`src/rtl/llr_frame_collector.sv`:
```
// Collects demodulator symbols (LLR + hard bit) into FRAME_LEN-symbol frames,
// buffers them in a small FIFO and flags protocol errors on accepted symbols.
module llr_frame_collector #(
    parameter int LLR_W      = 8,
    parameter int FRAME_LEN  = 8,
    parameter int FIFO_DEPTH = 4
) (
    input  logic                       i_clk,
    input  logic                       i_reset,
    input  logic                       i_rd_vld,
    input  logic [LLR_W-1:0]           i_llr,
    input  logic                       i_hard_bit,
    output logic                       o_rd_rdy,
    output logic                       o_frm_vld,
    input  logic                       i_frm_rdy,
    output logic [LLR_W*FRAME_LEN-1:0] o_frm_llr,
    output logic [FRAME_LEN-1:0]       o_frm_hb,
    output logic                       o_err_zero,
    output logic                       o_err_sign,
    input  logic                       i_clr_err,
    output logic [15:0]                o_frm_cnt
);

    localparam int SLOT_W = (FRAME_LEN > 1) ? $clog2(FRAME_LEN) : 1;
    localparam int PTR_W  = $clog2(FIFO_DEPTH);
    localparam int FRM_W  = LLR_W * FRAME_LEN;
    localparam logic [SLOT_W-1:0] LAST_SLOT = SLOT_W'(FRAME_LEN - 1);

    logic [SLOT_W-1:0]    slot_q, slot_d;
    logic [FRM_W-1:0]     asm_llr_q, asm_llr_d;
    logic [FRAME_LEN-1:0] asm_hb_q, asm_hb_d;
    logic [FRM_W-1:0]     mem_llr_q [FIFO_DEPTH];
    logic [FRAME_LEN-1:0] mem_hb_q  [FIFO_DEPTH];
    // Pointers carry one extra wrap bit so full and empty are distinguishable.
    logic [PTR_W:0]       wr_ptr_q, wr_ptr_d;
    logic [PTR_W:0]       rd_ptr_q, rd_ptr_d;
    logic                 err_zero_q, err_zero_d;
    logic                 err_sign_q, err_sign_d;
    logic [15:0]          frm_cnt_q, frm_cnt_d;

    logic fifo_empty, fifo_full, rd_rdy, accept, complete, pop;

    assign fifo_empty = (wr_ptr_q == rd_ptr_q);
    assign fifo_full  = (wr_ptr_q[PTR_W] != rd_ptr_q[PTR_W]) &&
                        (wr_ptr_q[PTR_W-1:0] == rd_ptr_q[PTR_W-1:0]);
    assign rd_rdy     = (slot_q != LAST_SLOT) | ~fifo_full;
    assign accept     = i_rd_vld & rd_rdy;
    assign complete   = accept & (slot_q == LAST_SLOT);
    assign pop        = ~fifo_empty & i_frm_rdy;

    // NOTE: every always_comb output gets a default first; a path that leaves
    // a signal unassigned would infer a latch.
    always_comb begin
        slot_d    = slot_q;
        asm_llr_d = asm_llr_q;
        asm_hb_d  = asm_hb_q;
        wr_ptr_d  = wr_ptr_q;
        rd_ptr_d  = rd_ptr_q;
        frm_cnt_d = frm_cnt_q;

        if (accept) begin
            for (int k = 0; k < FRAME_LEN; k++) begin
                if (slot_q == SLOT_W'(k)) begin
                    asm_llr_d[k*LLR_W +: LLR_W] = i_llr;
                    asm_hb_d[k]                 = i_hard_bit;
                end
            end
            slot_d = complete ? '0 : slot_q + SLOT_W'(1);
        end

        if (complete) wr_ptr_d = wr_ptr_q + (PTR_W+1)'(1);
        if (pop) begin
            rd_ptr_d  = rd_ptr_q + (PTR_W+1)'(1);
            frm_cnt_d = frm_cnt_q + 16'd1;
        end

        // A fresh error on this edge wins over a simultaneous clear.
        err_zero_d = (err_zero_q & ~i_clr_err) | (accept & (i_llr == '0));
        err_sign_d = (err_sign_q & ~i_clr_err) | (accept & (i_llr[LLR_W-1] != i_hard_bit));
    end

    // NOTE: sequential state uses non-blocking assignments only, so every
    // register samples its pre-edge inputs regardless of statement order.
    always_ff @(posedge i_clk or posedge i_reset) begin
        if (i_reset) begin
            slot_q     <= '0;
            wr_ptr_q   <= '0;
            rd_ptr_q   <= '0;
            err_zero_q <= 1'b0;
            err_sign_q <= 1'b0;
            frm_cnt_q  <= '0;
        end else begin
            slot_q     <= slot_d;
            wr_ptr_q   <= wr_ptr_d;
            rd_ptr_q   <= rd_ptr_d;
            err_zero_q <= err_zero_d;
            err_sign_q <= err_sign_d;
            frm_cnt_q  <= frm_cnt_d;
        end
    end

    // NOTE: the assembly buffer and FIFO storage are not reset; the slot
    // counter and pointers decide what is valid, and empty output is forced to 0.
    always_ff @(posedge i_clk) begin
        asm_llr_q <= asm_llr_d;
        asm_hb_q  <= asm_hb_d;
        if (complete) begin
            mem_llr_q[wr_ptr_q[PTR_W-1:0]] <= asm_llr_d;
            mem_hb_q[wr_ptr_q[PTR_W-1:0]]  <= asm_hb_d;
        end
    end

    assign o_rd_rdy   = rd_rdy;
    assign o_frm_vld  = ~fifo_empty;
    assign o_frm_llr  = fifo_empty ? '0 : mem_llr_q[rd_ptr_q[PTR_W-1:0]];
    assign o_frm_hb   = fifo_empty ? '0 : mem_hb_q[rd_ptr_q[PTR_W-1:0]];
    assign o_err_zero = err_zero_q;
    assign o_err_sign = err_sign_q;
    assign o_frm_cnt  = frm_cnt_q;

endmodule

```
`config.mk`:
```
export PLATFORM = sky130hd
export DESIGN_NAME = llr_frame_collector
export DESIGN_NICKNAME = d
export VERILOG_FILES = /design/src/rtl/llr_frame_collector.sv
export SDC_FILE = /design/constraint.sdc
export NUM_CORES = 1
export LEC_CHECK = 0
export BUFFER_PORTS_ARGS = -buffer_cell sky130_fd_sc_hd__buf_2
export CAP_MARGIN = 20
export CORE_MARGIN = 4
export CORE_UTILIZATION = 40
export CTS_BUF_LIST = sky130_fd_sc_hd__clkbuf_8
export CTS_CLUSTER_DIAMETER = 50
export DETAILED_ROUTE_END_ITERATION = 7
export PLACE_DENSITY_LB_ADDON = 0.1
export SYNTH_ARGS = -nofsm -noshare
export SYNTH_HDL_FRONTEND = slang
export SYNTH_SLANG_ARGS = --single-unit
```
`constraint.sdc`:
```
create_clock -name i_clk -period 10.4 [get_ports i_clk]
set_input_delay 1.56 -clock i_clk [delete_from_list [all_inputs] [get_ports i_clk]]
set_output_delay 1.56 -clock i_clk [all_outputs]
set_load 0.01 [all_outputs]
```
# == Word level (Yosys, flattened, before mapping) ==
# Memories as Yosys holds them, arrays and structs flattened.
# Cells that the tools add are included.
# classes
add_sub_neg,4
reduce_logical,3
muxes,23
bitwise,13
n_eq_ne,12
# op_table
cell,n
$mux 64,2
$mux 8,10
$add 16x1->16 const B,1
$eq 3x3->1 const B,4
$mux 1,10
$add 3x1->3 const B,3
$logic_not 8->1,1
$and 1x1->1,7
$eq 3x2->1 const B,2
$eq 3x1->1 const B,1
$eq 3x3->1,1
$logic_not 3->1,1
$mux 3,1
$ne 3x3->1 const B,1
$not 1->1,3
$or 1x1->1,3
$eq 2x2->1,1
$ne 1x1->1,2
$logic_and 1x1->1,1
# totals
wordCells,65
out_inout_bits,92
mem_count,2
inputBits,14
mem_bits_rw,288
ff_bits,99
# mem_list
memory,words,width,rd,rd_ports_with_merged_regs,wr,line_no,source
mem_llr_q,4,64,1,0,1,32,logic [FRM_W-1:0] mem_llr_q [FIFO_DEPTH];
mem_hb_q,4,8,1,0,1,33,logic [FRAME_LEN-1:0] mem_hb_q [FIFO_DEPTH];

# == Logic depth before layout (Yosys ltp) ==
# Gate-level depths: netlist of the first run.
# depth
word_depth,8
depth_mapped,6
ltp_nobuf,5

# == Least setup slack after synthesis of the first run ==
# OpenSTA, ideal clock, no wires.
# synth_path
kind,in2reg
startpoint,input port i_rd_vld
endpoint,"memory mem_hb_q[3][0], enable pin"
required_time_ns,9.890
arrival_time_ns,4.873
setup_ns,0.510
slack_ns,5.017
path_stages,2
path_cell_list,nand3_1 -> nor2b_1
# synth_between
elab_chain_len,4
# synth_lines
element,line_no,source
"start, declared",10,"input logic i_rd_vld,"
$and 1x1->1,47,assign accept = i_rd_vld & rd_rdy;
$and 1x1->1,48,assign complete = accept & (slot_q == LAST_SLOT);
$mux 1,107,if (complete) begin
$mux 1 (not written as such),109,mem_hb_q[wr_ptr_q[PTR_W-1:0]] <= asm_hb_d;
"end, declared",33,
# No other way between the ends.

# == Final worst setup path of the first run ==
# layout_path
startpoint,register rd_ptr_q[1]
endpoint,output port o_frm_llr[33]
# layout_between
elab_chain_len,2
# layout_lines
element,line_no,source
"start, declared",36,"logic [PTR_W:0] rd_ptr_q, rd_ptr_d;"
"start signal, assigned",95,rd_ptr_q <= rd_ptr_d;
$mem_v2 4x64 / $eq 3x3->1 (equally long branches),--,
$mux 64 *,115,assign o_frm_llr = fifo_empty ? '0 : mem_llr_q[rd_ptr_q[PTR_W-1:0]];
"end, declared",16,"output logic [LLR_W*FRAME_LEN-1:0] o_frm_llr,"
# Mark *: on every way between the ends. The rest lies on a longest branch, timed or not.

==> results by group, run 1 <==
Run status
  • Status: completed

Setup path
  • Worst r2r dst: mem_llr_q[0][60]
  • CP Cell Sequence: xor2_1 -> nor3_1 -> inv_2 -> buf_4 -> and2_1 -> buf_2
  • Critical Path End Type: primary output
  • Worst Path Max Fanout: 60
  • Worst Path Arrival: 3.58 ns
  • Slowest stage delay, CP: 1.00 ns
  • Reg-to-reg startpoint: rd_ptr_q[1]
  • Slowest cell on crit path: dfrtp_2
  • CP startpoint kind: flip-flop
  • Register-to-Register Path Depth: 4
  • CP bufs+invs: 3
  • Crit path max-delay family: flip-flops
  • WP data required: 8.84 ns
  • WS Path Type: flip-flop to primary output
  • R2R setup slack: 6.43 ns

Floorplan
  • Die width: 199.3 um
  • Initial Util: 40.87%
  • IO Count: 106
  • Std cell rows: 69
  • Die Y-Extent: 199.3 um
  • Die ar.: 39,730 um^2
  • Core ar.: 35,830 um^2

Routing
  • Via Count: 7,259
  • Vias per inst: 5.152
  • DR WL/cell: 22.18 um
  • Post-route antenna net violation count: 0
  • DRT Pass-1 Iters: 4
  • DR iter-0 viols: 396
  • Number of remaining DRC errors: 0
  • Detailed Route WL: 31.25 mm

Clocking
  • CTS tree: yes
  • CTS clk-pin slew, worst paths: 0.06 ns
  • CTS Buf Count: 66
  • Post_cts resized: 0
  • Root Driver: clkbuf_8
  • Hold Buf Count CTS: 0
  • Max clock buf depth: 3
  • Clk sink count: 387
  • Setup repair bufs after CTS: 0
  • H-tree lvl count: 3
  • Worst-Skew Late Latency: 0.56 ns

Placed design
  • GP Congestion: 0.7535
  • DP Wirelength: 17.62 mm
  • Port bufs: 105

Layout
  • Layout area overhead: 15.93%
  • Register area: 10,770 um^2
  • Fillers: 3,083
  • Multi-input logic area: 3674 um^2
  • Post-layout util: 47.38%
  • Share of layout cells above drive strength 1: 38.01%
  • Nets: 920

Worst hold path
  • Hold Path End: o_frm_cnt[15]
  • Hold-critical path depth: 1
  • Worst hold path class: flip-flop to flip-flop
  • Hold Crit Start: o_frm_cnt[15]

Job
  • Max-cap violations: 0

Pwr
  • Worst vdd ir: 0.0001741 V
  • Pleak: 6.123 nW
  • Pwr/cell area: 303.4 nW/um^2

Yosys
  • Mapped cell area: 14,640 um^2
  • Cell taking the most area after synthesis: edfxtp_1
  • Share of the synthesized area in the top cell type: 59.06%
  • Main area contributors after synthesis: edfxtp_1 59%, mux4_2 11%, dfxtp_1 9.8%
  • Post-synth EDFFs: 288
  • Mapped Nets: 772
  • Syn_area_per_cell: 19.63 um^2
  • Top_reg_cell synth: edfxtp_1
  • Yosys cell types: 32
  • Sequential-to-total area share from yosys stat: 73.52%
  • Yosys reg bits: 387
  • Syn. warnings: 0
  • Ys async rst share: 6.977%
  • Cells after Synth: 746

Global route
  • First-pass GRT wire length: 47.41 mm
  • Tot GR Track Use: 15.90%
  • Initial antenna violation count: 1
  • GRT Residual Overflow: 0
  • Largest net degree at the start of global routing: 61
  • Vias in the first global route: 7,870

Timing
  • RSZ-0062 raised after global routing: false
  • Clock skew: 0.02740 ns
  • Count of final setup violators: 0
  • Fin crit share: 49.43%
  • Fmax: 0.1945 GHz
  • Final Hold Viols: 0
  • Slew margin rel.: 31.86%
  • Total negative setup slack: 0 ns
  • Max-slew violation count: 0
  • Min Tclk post-route: 5.140 ns
  • Slew @ Worst Pin: 1.022 ns
==> power breakdown <==
part | switching [W] | internal (W) | total, W
Sequential | 0.000153 | 0.00210 | 0.00225
Clock | 0.000580 | 0.000731 | 0.00131
Combinational | 0.000857 | 0.000735 | 0.00159
==> cell type report <==
class | count | share of cell area [%]
clock buffers | 78 | 6.324
well taps | 461 | 3.398
repair buffers | 114 | 3.612
inverters | 10 | 0.2211
diodes | 1 | 0.01474
clock inverters | 43 | 1.341
multi-input cells | 315 | 21.64
flip-flops and latches | 387 | 63.45
==> logic make-up after synthesis <==
group,synth area share (%)
AO/OA/AOI/OAI,0.4700
XOR/XNOR,1.487
adder cells (fa/ha/maj),1.025
buffers and inverters,1.470
flip-flops,73.52
multiplexers,16.84
AND/OR/NAND/NOR,5.187
==> metal layers <==
layer	wire length, um	up-vias	global-route usage (%)
li1	-	3219	-
met4	401	0	4.302
met1	13690	3823	21.13
met3	1454	37	3.692
met2	15700	180	26.61
met5	0	-	0
==> flip-flops by register name, indices dropped and copies added (netlist names) <==
signal      flops
mem_hb_q       32
o_frm_cnt      16
slot_q          3
wr_ptr_q        3
o_err_sign      1
asm_llr_q      64
mem_llr_q     256
asm_hb_q        8
rd_ptr_q        3
o_err_zero      1
==> cells in the mapped netlist (2+ instances only) <==
library cell and n:
edfxtp_1 288, and2_1 75, mux2_2 75, dfxtp_1 72, mux4_2 72, dfrtp_1 27, xnor2_1 18, clkbuf_1 17
and3_1 13, ha_1 12, nand3_1 11, buf_2 10, inv_1 10, nand4_1 7, buf_6 5, xor2_1 5
nand2_1 4, o21ai_0 4, nand3_2 3, nor3_1 3, nor4_1 3, buf_1 2
==> layout by cell type, fill, tap and decap left out, types with 2 or more instances in the layout <==
cell	instances
and2_1	75
and3_1	10
and3_2	3
buf_2	105
buf_4	8
bufinv_16	2
clkbuf_8	78
clkinv_1	10
clkinv_2	4
dfrtp_1	25
dfxtp_1	72
edfxtp_1	288
ha_1	12
inv_1	34
mux2_2	75
mux4_2	72
nand2_1	4
nand3_1	11
nand3_2	3
nand4_1	7
nor3_1	3
nor4_1	3
o21ai_0	4
xnor2_1	18
xor2_1	5
==> stage by stage <==
step                      setup WS, ns  total power (W)  cell area (um^2)  hold slack, ns  cells
after floorplan                  5.017         0.003328             14640          0.4779    746
after global placement           5.840         0.003862             15640          0.4637   1286
after detailed placement         5.787         0.003915             15640          0.4722   1286
after CTS                        5.149         0.005248             16950          0.4803   1407
after global routing             4.995         0.005463             16970          0.5055   1408
final                            5.260         0.005151             16980          0.4703   1409
==> worst max-delay path by stage <==
stage / to / startpoint / cells after the start
after floorplan: mem_hb_q[3][0] / i_rd_vld / 2
after global placement: o_frm_llr[41] / rd_ptr_q[1] / 6
after detailed placement: o_frm_llr[41] / rd_ptr_q[1] / 6
after CTS: o_frm_llr[41] / rd_ptr_q[1] / 6
after global routing: o_frm_llr[33] / rd_ptr_q[1] / 6
final: o_frm_llr[33] / rd_ptr_q[1] / 6
Note: power is estimated with default switching activity, not from simulation.
==> run 2, diff against run 1 <==
- clock period: 10.4 -> 4.28 ns (I/O delays scaled with it)
==> results by group, run 2 (synthesis results as in run 1) <==
Run status
  • Status: completed

Placed design
  • GP Congestion: 0.7213 (-4.3%)
  • Post-placement setup slack: 1.119 ns (-4.668 ns)
  • Port bufs: 105 (unchanged)
  • DP Wirelength: 17.63 mm (about the same)

Clocking
  • Root Driver: clkbuf_8
  • CTS clk-pin slew, worst paths: 0.05 ns (about the same)
  • Clk sink count: 387 (unchanged)
  • Post_cts resized: 0 (unchanged)
  • CTS Buf Count: 66 (unchanged)
  • Hold Buf Count CTS: 0 (unchanged)
  • CTS tree: yes
  • H-tree lvl count: 3 (unchanged)
  • Setup repair bufs after CTS: 0 (unchanged)
  • Max clock buf depth: 3 (unchanged)
  • Worst-Skew Late Latency: 0.56 ns (about the same)

Pwr
  • Reg power frac: 42.7% (-0.9 points)
  • Comb power frac: 32.8% (+1.9 points)
  • Worst vdd ir: 0.0005013 V (+190%)
  • Psw: 0.003830 W (+140%)
  • Total internal power: 0.008562 W (+140%)
  • Pwr/cell area: 728.6 nW/um^2 (+140%)
  • Clock share of power: 24.5% (-0.9 points)
  • Pleak: 6.150 nW (+0.44%)
  • Switch share: 30.91% (+0.044 points)

Global route
  • First-pass GRT wire length: 47.49 mm (+0.18%)
  • GRT Residual Overflow: 0 (unchanged)
  • Largest net degree at the start of global routing: 48 (-21%)
  • Initial antenna violation count: 1 (unchanged)
  • Vias in the first global route: 7,872 (+0.025%)
  • Tot GR Track Use: 16.03% (+0.13 points)

Floorplan
  • Die ar.: 39,730 um^2 (unchanged)
  • Die width: 199.3 um (unchanged)
  • Core ar.: 35,830 um^2 (unchanged)
  • Initial Util: 40.87% (unchanged)
  • Std cell rows: 69 (unchanged)
  • IO Count: 106 (unchanged)
  • Die Y-Extent: 199.3 um (unchanged)

Routing
  • DRT Pass-1 Iters: 4 (unchanged)
  • DR iter-0 viols: 389 (-1.8%)
  • Via Count: 7,202 (-0.79%)
  • DR WL/cell: 22.13 um (-0.21%)
  • Post-route antenna net violation count: 0 (unchanged)
  • Detailed Route WL: 31.20 mm (-0.14%)
  • Vias per inst: 5.108 (-0.86%)
  • Number of remaining DRC errors: 0 (unchanged)

Setup path
  • Reg-to-reg startpoint: rd_ptr_q[1]
  • WP data required: 3.64 ns (-5.20 ns)
  • CP Cell Sequence: buf_4 -> buf_4 -> mux4_2 -> and2_1 -> buf_2
  • Slowest cell on crit path: buf_4
  • CP bufs+invs: 3 (unchanged)
  • Most frequent cell on the critical path: buf_4
  • Crit path max-delay family: buffers and inverters
  • Worst Path Arrival: 2.90 ns (-0.68 ns)
  • R2R setup slack: 1.17 ns (-5.26 ns)
  • WS Path Type: flip-flop to primary output
  • Worst r2r dst: mem_llr_q[1][16]
  • Worst Path Max Fanout: 42 (-30%)
  • Slowest stage delay, CP: 0.67 ns (-0.33 ns)
  • Critical Path End Type: primary output
  • CP startpoint kind: flip-flop
  • Register-to-Register Path Depth: 5 (+1)

Layout
  • Nets: 925 (+0.54%)
  • Diodes inserted: 0 (-1)
  • Most frequent cells in the layout: 288 x edfxtp_1, 105 x buf_2, 75 x and2_1, 75 x mux2_2, 74 x clkbuf_8
  • Layout area overhead: 16.14%
  • Fillers: 3,040 (-1.4%)
  • Max FFs per register: 256 (unchanged)
  • Most common cell after layout, fill and taps aside: edfxtp_1
  • Share of layout cells above drive strength 1: 38.67% (+0.66 points)

Timing
  • Count of final setup violators: 0 (unchanged)
  • Final Hold Viols: 0 (unchanged)
  • Worst setup slack after layout: 0.7394 ns (-4.520 ns)
  • Max-slew violation count: 0 (unchanged)
  • WHS: 0.06502 ns (-0.4053 ns)
  • Slew @ Worst Pin: 0.8832 ns (-0.1389 ns)
  • RSZ-0062 raised after global routing: false
  • Fin crit share: 82.72%
  • Slew margin rel.: 41.12% (+9.3 points)
  • Min Tclk post-route: 3.541 ns
  • Fmax: 0.2824 GHz
  • Clock skew: 0.02277 ns (-0.004626 ns)
  • Total negative setup slack: 0 ns (unchanged)

Worst hold path
  • Worst hold path class: input pin to async pin

Job
  • Max-cap violations: 0 (unchanged)
run 2: worst max path at each step:
stage | from | to | slack, ns | cells after the start
3_3_place_gp | rd_ptr_q[1] | mem_llr_q[1][3] | 1.18 | 5
5_1_grt | rd_ptr_q[1] | o_frm_hb[4] | 0.57 | 5
3_5_place_dp | rd_ptr_q[1] | mem_llr_q[1][3] | 1.12 | 5
6_report | rd_ptr_q[1] | o_frm_hb[4] | 0.74 | 5
4_1_cts | rd_ptr_q[1] | o_frm_hb[3] | 0.62 | 5
2_1_floorplan | slot_q[0] | mem_hb_q[0][0] | 0.64 | 5
run 2: cell type report:
| class | instances | area [um^2] | share of cell area, % |
|---|---|---|---|
| sequential | 387 | 10770 | 63.33 |
| multi-input combinational | 315 | 3674 | 21.60 |
| clock buffer | 74 | 1018 | 5.989 |
| timing repair buffer | 119 | 713.2 | 4.194 |
| tap | 461 | 576.8 | 3.392 |
| clock inverter | 44 | 216.5 | 1.273 |
| inverter | 10 | 37.54 | 0.2207 |
run 2: power groups by stage:
stage / sequential [W] / clock, W / combinational, W
6_report: 0.00529 / 0.00303 / 0.00407
5_1_grt: 0.00535 / 0.00332 / 0.00450
4_1_cts: 0.00530 / 0.00314 / 0.00420
3_5_place_dp: 0.00537 / 0 / 0.00418
3_3_place_gp: 0.00533 / 0 / 0.00406
2_1_floorplan: 0.00532 / 0 / 0.00276
run 2: through the flow:
| stage | area [um^2] | total power, W | instances | util (%) |
|---|---|---|---|---|
| after floorplan | 14650 | 0.008084 | 746 | - |
| after global placement | 15740 | 0.009397 | 1291 | 43.94 |
| after detailed placement | 15740 | 0.009553 | 1291 | 43.94 |
| after CTS | 16980 | 0.01264 | 1409 | 47.39 |
| after global routing | 17010 | 0.01317 | 1410 | 47.47 |
| final | 17010 | 0.01239 | 1410 | 47.47 |
run 2: per-layer routing:
layer,wire length [um],vias up,GRT usage (%)
met5,0,-,0
met4,591,0,4.931
met3,1622,48,3.507
met2,15340,193,26.54
met1,13650,3740,21.45
li1,-,3221,-
run 2: worst register-to-register path, cell delays in order (launching register included):
cell     delay [ns]
dfrtp_2        0.37
buf_4          0.48
xnor2_1        0.27
a41oi_4        0.55
and3_2         0.74
buf_4          0.39
